--- config.mk ---
export PLATFORM = sky130hd
export DESIGN_NAME = cla_sub_pipe
export DESIGN_NICKNAME = d
export VERILOG_FILES = /design/src/rtl/cla_sub_pipe.sv
export SDC_FILE = /design/constraint.sdc
export NUM_CORES = 1
export LEC_CHECK = 0
export BUFFER_PORTS_ARGS = -buffer_cell sky130_fd_sc_hd__buf_2
export CORE_ASPECT_RATIO = 0.9
export CORE_MARGIN = 2
export CORE_UTILIZATION = 40
export DETAILED_ROUTE_END_ITERATION = 10
export PLACE_DENSITY = 0.56
export SLEW_MARGIN = 15
export SYNTH_ARGS = -nofsm -noshare
export SYNTH_HDL_FRONTEND = slang
export SYNTH_SLANG_ARGS = --single-unit
--- constraint.sdc ---
create_clock -name clk -period 4.7 [get_ports clk]
set_input_delay 0.47 -clock clk [delete_from_list [all_inputs] [get_ports clk]]
set_output_delay 0.47 -clock clk [all_outputs]
set_load 0.005 [all_outputs]
--- src/rtl/cla_sub_pipe.sv ---
// Pipelined N-bit carry-lookahead subtractor D = A - B - Bin, one 4-bit lookahead slice per stage.
// Latency: a beat accepted at edge t is presented at the outputs after edge t + N/4 - 1.
// Backpressure: the whole pipe freezes while out_valid && !out_ready; in_ready is low then and during rst.
module cla_sub_pipe #(
    parameter int N = 16    // multiple of 4, at least 8
) (
    input  logic         clk,
    input  logic         rst,
    input  logic         in_valid,
    output logic         in_ready,
    input  logic [N-1:0] A,
    input  logic [N-1:0] B,
    input  logic         Bin,
    output logic         out_valid,
    input  logic         out_ready,
    output logic [N-1:0] D,
    output logic         Bout,
    output logic         V,
    output logic         Z
);

    localparam int STAGES = N / 4;

    // Subtraction runs as A + ~B + ~Bin, so nb is the inverted subtrahend
    // and c0 is the inverted borrow. Full 4-bit lookahead, no internal ripple.
    function automatic logic [4:0] cla4(input logic [3:0] a, input logic [3:0] nb, input logic c0);
        logic [3:0] p;
        logic [3:0] g;
        logic       c1, c2, c3, c4;
        p  = a ^ nb;
        g  = a & nb;
        c1 = g[0] | (p[0] & c0);
        c2 = g[1] | (p[1] & g[0]) | (p[1] & p[0] & c0);
        c3 = g[2] | (p[2] & g[1]) | (p[2] & p[1] & g[0]) | (p[2] & p[1] & p[0] & c0);
        c4 = g[3] | (p[3] & g[2]) | (p[3] & p[2] & g[1]) | (p[3] & p[2] & p[1] & g[0])
                  | (p[3] & p[2] & p[1] & p[0] & c0);
        return {c4, p ^ {c3, c2, c1, c0}};
    endfunction

    // Single global advance: either the output slot is empty or it is being drained.
    logic adv;
    assign adv      = !out_valid || out_ready;
    assign in_ready = adv && !rst;

    // Stages 1..STAGES-1 are internal registers; stage STAGES is the output register set.
    // Stage k holds difference bits [4k-1:0], the carry into slice k and only the
    // operand bits not yet consumed (bit 0 of opa/opnb is original bit 4k).
    for (genvar k = 1; k < STAGES; k++) begin : g_st
        logic               vld;
        logic [4*k-1:0]     dif;
        logic               cy;
        logic [N-4*k-1:0]   opa;
        logic [N-4*k-1:0]   opnb;
        logic               amsb;
        logic               bmsb;

        // Source of this stage: the input beat for stage 1, otherwise the previous stage.
        logic               sv;
        logic [N-4*k+3:0]   sa;
        logic [N-4*k+3:0]   snb;
        logic               sc;
        logic               sam;
        logic               sbm;
        logic [4:0]         sl;
        logic [4*k-1:0]     dif_n;

        assign sl = cla4(sa[3:0], snb[3:0], sc);

        if (k == 1) begin : g_src
            assign sv    = in_valid;
            assign sa    = A;
            assign snb   = ~B;
            assign sc    = ~Bin;
            assign sam   = A[N-1];
            assign sbm   = B[N-1];
            assign dif_n = sl[3:0];
        end else begin : g_src
            assign sv    = g_st[k-1].vld;
            assign sa    = g_st[k-1].opa;
            assign snb   = g_st[k-1].opnb;
            assign sc    = g_st[k-1].cy;
            assign sam   = g_st[k-1].amsb;
            assign sbm   = g_st[k-1].bmsb;
            assign dif_n = {sl[3:0], g_st[k-1].dif};
        end

        // Shift this stage forward on advance; bubbles shift like beats.
        always_ff @(posedge clk) begin
            if (rst) begin
                vld  <= 1'b0;
                dif  <= '0;
                cy   <= 1'b0;
                opa  <= '0;
                opnb <= '0;
                amsb <= 1'b0;
                bmsb <= 1'b0;
            end else if (adv) begin
                vld  <= sv;
                dif  <= dif_n;
                cy   <= sl[4];
                opa  <= sa[N-4*k+3:4];
                opnb <= snb[N-4*k+3:4];
                amsb <= sam;
                bmsb <= sbm;
            end
        end
    end

    // Top slice and full-width flags, evaluated as a beat enters the output stage.
    logic [4:0]   fsl;
    logic [N-1:0] fd;
    logic         fam;
    logic         fbm;
    assign fsl = cla4(g_st[STAGES-1].opa, g_st[STAGES-1].opnb, g_st[STAGES-1].cy);
    assign fd  = {fsl[3:0], g_st[STAGES-1].dif};
    assign fam = g_st[STAGES-1].amsb;
    assign fbm = g_st[STAGES-1].bmsb;

    // Output register: results only update on a valid beat so idle input data never shows.
    always_ff @(posedge clk) begin
        if (rst) begin
            out_valid <= 1'b0;
            D         <= '0;
            Bout      <= 1'b0;
            V         <= 1'b0;
            Z         <= 1'b0;
        end else if (adv) begin
            out_valid <= g_st[STAGES-1].vld;
            if (g_st[STAGES-1].vld) begin
                D    <= fd;
                Bout <= ~fsl[4];
                V    <= (fam != fbm) && (fd[N-1] != fam);
                Z    <= (fd == '0);
            end
        end
    end

endmodule

=== Word-level counts from Yosys, hierarchy flattened ===
Index checks and enable logic that the tools add are counted.

* Register bits after elaboration: 104
* Output and inout bits: 21
* Logic and storage cells: 154

* Equal/unequal tests: 2
* Bitwise logic cells: 119
* Reductions and logical operators: 7

{| class="wikitable"
|+ Operator list
! kind !! number
|-
| bitwise AND 1 bit || 64
|-
| OR 1 bit || 40
|-
| XOR 4 bit || 8
|-
| bitwise AND 4 bit || 4
|-
| logical NOT 16 bit || 1
|-
| NOT 16 bit || 1
|-
| logical AND 1 bit || 2
|-
| logical NOT 1 bit || 2
|-
| != test 1 bit || 2
|-
| NOT 1 bit || 2
|-
| AND reduction 2 bit || 1
|-
| logical OR 1 bit || 1
|}

=== Depth between registers and ports, before layout ===
Gate-level depths: netlist of the first run.

* Depth in word-level cells: 8
* Gate-level depth with buffers: 7
* Gate-level depth less buffers: 6

=== Worst setup path after synthesis of the first run ===
OpenSTA, ideal clock, no wires.

* Path type: reg-to-reg
* Start point: register g_st[3].cy
* End point: register Z
* Arrival time: 1621 ps
* Required time: 4639 ps
* Setup slack: 3018 ps
* Cell stages (with the launch flop): 7
* Period minus slack after synthesis: 1682 ps
* Cells stage by stage: dfxtp_1 inv_1 fa_1 nor4b_1 nand4_1 a2111oi_2 a32o_1

* Cells in the longest elaborated chain, start to end: 4
* Elaborated cells between the ends (all ways): 8
* Those cells by class: bitwise (7); reduce/logical (1)

{| class="wikitable"
|+ RTL lines
! what !! RTL line !! text
|-
| start: declaration || 51 || <nowiki>logic cy;</nowiki>
|-
| start signal: assignment || 100 || <nowiki>cy <= sl[4];</nowiki>
|-
| bitwise AND 1 bit (on tied branches) || 32, 33, 34 ||
|-
| OR 1 bit (on tied branches) || 32, 33, 34 ||
|-
| XOR 4 bit (*) || 37 || <nowiki>return {c4, p ^ {c3, c2, c1, c0}};</nowiki>
|-
| logical NOT 16 bit (*) || 133 || <nowiki>Z <= (fd == '0);</nowiki>
|-
| end signal: assignment || 133 ||
|-
| end: declaration || 19 || <nowiki>output logic Z</nowiki>
|}

Mark *: on every way between the ends. The rest lies on a longest branch, timed or not.
A chain may end at the register's enable or synchronous reset.

=== Final worst setup path of the first run ===
* Start point: input port rst
* End point: output port in_ready

* Cells in the longest elaborated chain, start to end: 2

{| class="wikitable"
|+ RTL lines
! what !! RTL line !! text
|-
| start: declaration || 8 || <nowiki>input logic rst,</nowiki>
|-
| logical NOT 1 bit || 43 || <nowiki>assign in_ready = adv && !rst;</nowiki>
|-
| logical AND 1 bit || 43 ||
|-
| end: declaration || 10 || <nowiki>output logic in_ready,</nowiki>
|}

No other way between the ends.

==> flow_summary.toml, run 1 <==
[synth]
ys_seq_area_share_pct = 48.8
async_flop_share_pct = 0
synth.area.top_cells = "dfxtp_1 (49%), nand2_1 (13%), a21oi_1 (9.1%), ha_1 (4.8%), a211oi_1 (2.9%)"
synth_cell_types = 43
postSynthAreaPerCell_um2 = 8.23
yosys.area.top_type = "dfxtp_1"
yosysWarnings = 0
synth_top_area_share_pct = 48.8
ys_ff_latch = 101
synthCells = 503
syn_area_um2 = 4140
syn-num-nets = 560
synthFlopType = "dfxtp_1"
synth_edf_count = 0

[worst_setup_path]
crit_arrival_ns = 1.98
rr_worst_depth = 4
cp_data_required_time_ns = 4.23
crit_cells = 5
worstPathCellList = "buf_2, inv_1, nand2_1, inv_1, buf_2"
crit_family = "buffers and inverters"
crit_fanout = 46
path_buf_inv = 4
critPathSlowestCell = "buf_2"
start_kind = "input port"
cp-end-kind = "primary output"
max_stage_delay_ns = 0.61
worstSetupPathType = "in2out"

[place]
dp_hpwl_um = 5660
dp_cells = 657
pre_cts_ws_ns = 2.18
place_area_um2 = 4480
portBuffers = 57
gp_congestion = 0.853

[power]
seqPwrFrac_pct = 48.0
p_switching_mw = 0.431
p_int_mw = 1.50
pwr-share-clk_pct = 44.8
power.leakage_nw = 2.02
comb_power_share_pct = 7.3
vdd_drop_max_v = 0.000241
powerDensity_nw_per_um2 = 400
netSwitchingFraction_pct = 22.3

[timing]
setup_tns_ns = 0
min_period_ns = 2.45
finalCritPeriodShare_pct = 52.0
fin_skew_ns = 0.0120
relSlewSlack_pct = 36.9
fmax_ghz = 0.409
layout_setup_ws_ns = 2.25
worst_pin_slew_ns = 0.946
finalHoldViolCount = 0
maxSlewViolCount = 0
rsz0062_at_grt = "no"
finalSetupViolations = 0

[clock_tree]
numCtsBuffers = 9
insertion_delay_ns = 0.34
clock_path_buffers = 2
cts_resized = 0
numClockSinks = 101
clk_pin_slew_ns = 0.07
root_buffer = "clkbuf_16"
holdBufCountCts = 0
cts_setup_buffers = 0
htree_levels = 3
cts_tree = "yes"

[layout]
drive_gt1_share_pct = 15.1
final_cells = 673
antennaDiodeCount = 0
final_area_um2 = 4830
multi_input_area_um2 = 1930
post-route-util_pct = 47.6
syn_to_final_growth_pct = 16.7
nFillCells = 1038
seqCellArea_um2 = 2020
nets = 596

[run_status]
status = "finished, final reports clean"

[grt]
grt_max_degree = 93
grt_pass1_vias = 3069
grtUsageMet3_pct = 3.73
top_usage_layer = "met1"
antenna_found_initial = 0
track_usage_pct = 16.2
grt_pass1_wl_um = 14900
gr-total-overflow = 0
use_met1_pct = 23.9
use_met2_pct = 23.3

[floorplan]
die_x_um = 111
coreArea_um2 = 10200
ioPinCount = 58
initial_core_util_pct = 40.8
dieArea_um2 = 11200
row_count = 35
die_h_um = 101

[routing]
drt_wl_total_um = 8670
vias_per_cell = 4.96
drt-initial-drc-count = 203
ant_nets = 0
route.detailed.drc = 0
avgRoutedWirePerCell_um = 12.9
drtPass1Iterations = 4
vias = 3337

[worst_hold_path]
hold-path-cell-count = 2
hp-class = "in2reg"

[job]
max_cap_viol_count = 0
==> Yosys cell counts, drive strengths merged (5+ instances only) <==
cell,n
a211oi,16
clkbuf,9
xnor2,6
nor4b,5
dfxtp,101
nor2,26
o21ai,8
ha,16
buf,25
nand2,146
nor3,5
nand3,6
inv,16
a21oi,76
==> registers in the layout, indices dropped and copies added (netlist names), 2 cells and up <==
signal,count
g_st.dif,24
g_st.opa,24
g_st.opnb,24
D,16
g_st.cy,3
g_st.vld,3
g_st.bmsb,2
==> power groups by stage <==
stage	Combinational, mW	Clock, mW	Sequential, mW
floorplan	0.102	0	0.937
global placement	0.139	0	0.946
detailed placement	0.141	0	0.946
CTS	0.142	0.885	0.927
global route	0.164	0.918	0.932
finish	0.141	0.865	0.927
==> routing by layer <==
layer  routed length (um)  vias up
li1                     -     1762
met1                 4620     1489
met2                 3570       76
met3                  364       10
met4                  116        0
met5                    0        -
==> worst paths after layout <==
kind / from / endpoint / slack (ns)
worst min-delay path: B[13] / g_st[1].opnb[9] / 0.29
worst max-delay path: rst / in_ready / 2.25
worst max register to register: out_valid / V / 2.48
worst min register to register: g_st[1].opa[11] / g_st[1].opa[11] / 0.45
==> cells in the final DEF (no fill, tap or decap), drive strengths merged, types with 6 or more instances in the layout <==
cell type / instances
buf: 59
inv: 18
nor2: 26
ha: 16
xnor2: 6
dfxtp: 101
clkbuf: 10
a211oi: 16
nand3: 6
o21ai: 8
a21oi: 76
nand2: 146
==> cell families after synthesis <==
logic type	share of synthesized area (%)
AOI/OAI and AO/OA	18.2
xor gates and xnor gates	1.27
adders and majority gates	6.77
buffers and inverters	4.83
DFF	48.8
and+or+nand+nor	20.1
==> metrics by stage <==
stage	hold WS (ns)	power [mW]
floorplan	0.432	1.04
global placement	0.440	1.08
detailed placement	0.444	1.09
CTS	0.285	1.95
global route	0.288	2.01
finish	0.294	1.93
==> area by class of cell <==
class	count	share of cell area (%)
Clock buffer	10	4.94
Sequential cell	101	41.8
Tap cell	129	3.34
Multi-Input combinational cell	352	40.0
Inverter	16	1.24
Timing Repair Buffer	59	6.21
Clock inverter	6	2.41
Note: power is estimated with default switching activity, not from simulation.
==> run 2, diff against run 1 <==
==> constraint.sdc (replaced) <==
create_clock -name clk -period 2.6 [get_ports clk]
set_input_delay 0.26 -clock clk [delete_from_list [all_inputs] [get_ports clk]]
set_output_delay 0.26 -clock clk [all_outputs]
set_load 0.005 [all_outputs]
==> flow_summary.toml, run 2 (synthesized netlist as in run 1, its figures left out) <==
[worst_hold_path]
hp-class = "in2reg"

[power]
netSwitchingFraction_pct = 24.1
seqPwrFrac_pct = 50.8
pwr-share-clk_pct = 41.3
p_int_mw = 2.50
comb_power_share_pct = 7.9
power.leakage_nw = 2.04
vdd_drop_max_v = 0.000312
p_switching_mw = 0.794
power.total_mw = 3.29
powerDensity_nw_per_um2 = 679

[grt]
grt_pass1_wl_um = 15000
use_met1_pct = 23.3
use_met2_pct = 24.6
grt_max_degree = 70
gr-total-overflow = 0
grtUsageMet3_pct = 3.73
grt_pass1_vias = 3156
track_usage_pct = 16.4
top_usage_layer = "met2"
antenna_found_initial = 0

[worst_setup_path]
start_kind = "flip-flop"
timing.rr.start = "g_st[3].cy"
worstSetupPathType = "reg2reg"
cp-end-kind = "flip-flop"
rr_worst_depth = 6
setup.worst_path.end = "Z"
startpoint = "g_st[3].cy"
ff2ff_setup_slack_ns = 0.79
cp_data_required_time_ns = 2.89
crit_fanout = 3
crit-reg2reg-capture = "Z"
crit_arrival_ns = 2.10

[floorplan]
die_x_um = 111
die_h_um = 101
dieArea_um2 = 11200
coreArea_um2 = 10200
row_count = 35
ioPinCount = 58
initial_core_util_pct = 40.8

[clock_tree]
htree_levels = 3
cts_tree = "yes"
insertion_delay_ns = 0.34
numClockSinks = 101
root_buffer = "clkbuf_16"
numCtsBuffers = 9
clock_path_buffers = 2
holdBufCountCts = 0
clk_pin_slew_ns = 0.07
cts_resized = 0
cts_setup_buffers = 0

[layout]
syn_to_final_growth_pct = 17.2
antennaDiodeCount = 0
reg_top3 = "g_st.dif (24), g_st.opa (24), g_st.opnb (24)"
nets = 604
drive_gt1_share_pct = 16.3
final_common_cell = "nand2_1"
final_cell_mix = "nand2_1 (145), dfxtp_1 (101), a21oi_1 (75)"
final_cells = 681

[timing]
finalSetupViolations = 0
rsz0062_at_grt = "no"
fin_skew_ns = 0.00637
min_period_ns = 1.81
relSlewSlack_pct = 48.7
setup_tns_ns = 0
maxSlewViolCount = 0
finalCritPeriodShare_pct = 69.7
finalHoldViolCount = 0
worst_pin_slew_ns = 0.769
fmax_ghz = 0.552
hold-worst-slack_ns = 0.0829

[run_status]
status = "finished, final reports clean"

[place]
dp_hpwl_um = 6050
dp_cells = 665
portBuffers = 57
gp_congestion = 0.762

[routing]
avgRoutedWirePerCell_um = 13.1
drtPass1Iterations = 4
ant_nets = 0
vias_per_cell = 5.01
drt-initial-drc-count = 204
vias = 3410
drt_wl_total_um = 8890
route.detailed.drc = 0

[job]
max_cap_viol_count = 0
## run 2: cell count changes in the layout (fill, tap and decap cells not counted)
cell,delta
buf_4,+7
inv_6,+2
clkinvlp_4,+1
buf_12,+1
clkbuf_8,-1
clkinv_2,+1
bufinv_16,-2
clkinv_4,-1
## run 2: worst min-delay path by stage
stage          slack [ns]           start  depth (start not counted)               end
6_report             0.08            B[9]                          2   g_st[1].opnb[5]
5_1_grt              0.08            B[9]                          2   g_st[1].opnb[5]
3_3_place_gp         0.44  g_st[2].dif[0]                          2    g_st[2].dif[0]
4_1_cts              0.08            B[9]                          2   g_st[1].opnb[5]
3_5_place_dp         0.44            B[9]                          2   g_st[1].opnb[5]
2_1_floorplan        0.36           B[14]                          1  g_st[1].opnb[10]
## run 2: area by class of cell
cell class                 instances  area (um2)
tap                              129         161
inverter                          16        60.1
timing repair buffer              67         373
clock buffer                       9         225
fill                            1028        5310
sequential                       101        2020
multi-input combinational        352        1930
clock inverter                     7        77.6
## run 2: power groups by stage
stage          Sequential (mW)  Combinational, mW  Clock [mW]
4_1_cts                   1.67              0.263        1.40
6_report                  1.67              0.261        1.36
2_1_floorplan             1.69              0.184           0
3_5_place_dp              1.71              0.261           0
3_3_place_gp              1.71              0.257           0
5_1_grt                   1.68              0.298        1.45
## run 2: critical path, cell delays in order (launching register included)
cell and delay, ns:
dfxtp_1 0.35, inv_1 0.09, fa_1 0.55, nor4b_1 0.23
nand4_1 0.15, a2111oi_2 0.23, a32o_1 0.16
## run 2: routing by layer
layer	up-vias	routed length, um
li1	1790	-
met1	1528	4660
met2	80	3680
met3	12	410
met4	0	144
met5	-	0
## run 2: through the flow
stage	utilization, %	setup WS, ns	cell area, um2
detailed placement	44.8	0.749	4550
global route	47.8	0.628	4850
floorplan	-	0.918	4140
finish	47.8	0.788	4850
global placement	44.8	0.831	4550
CTS	47.8	0.773	4850
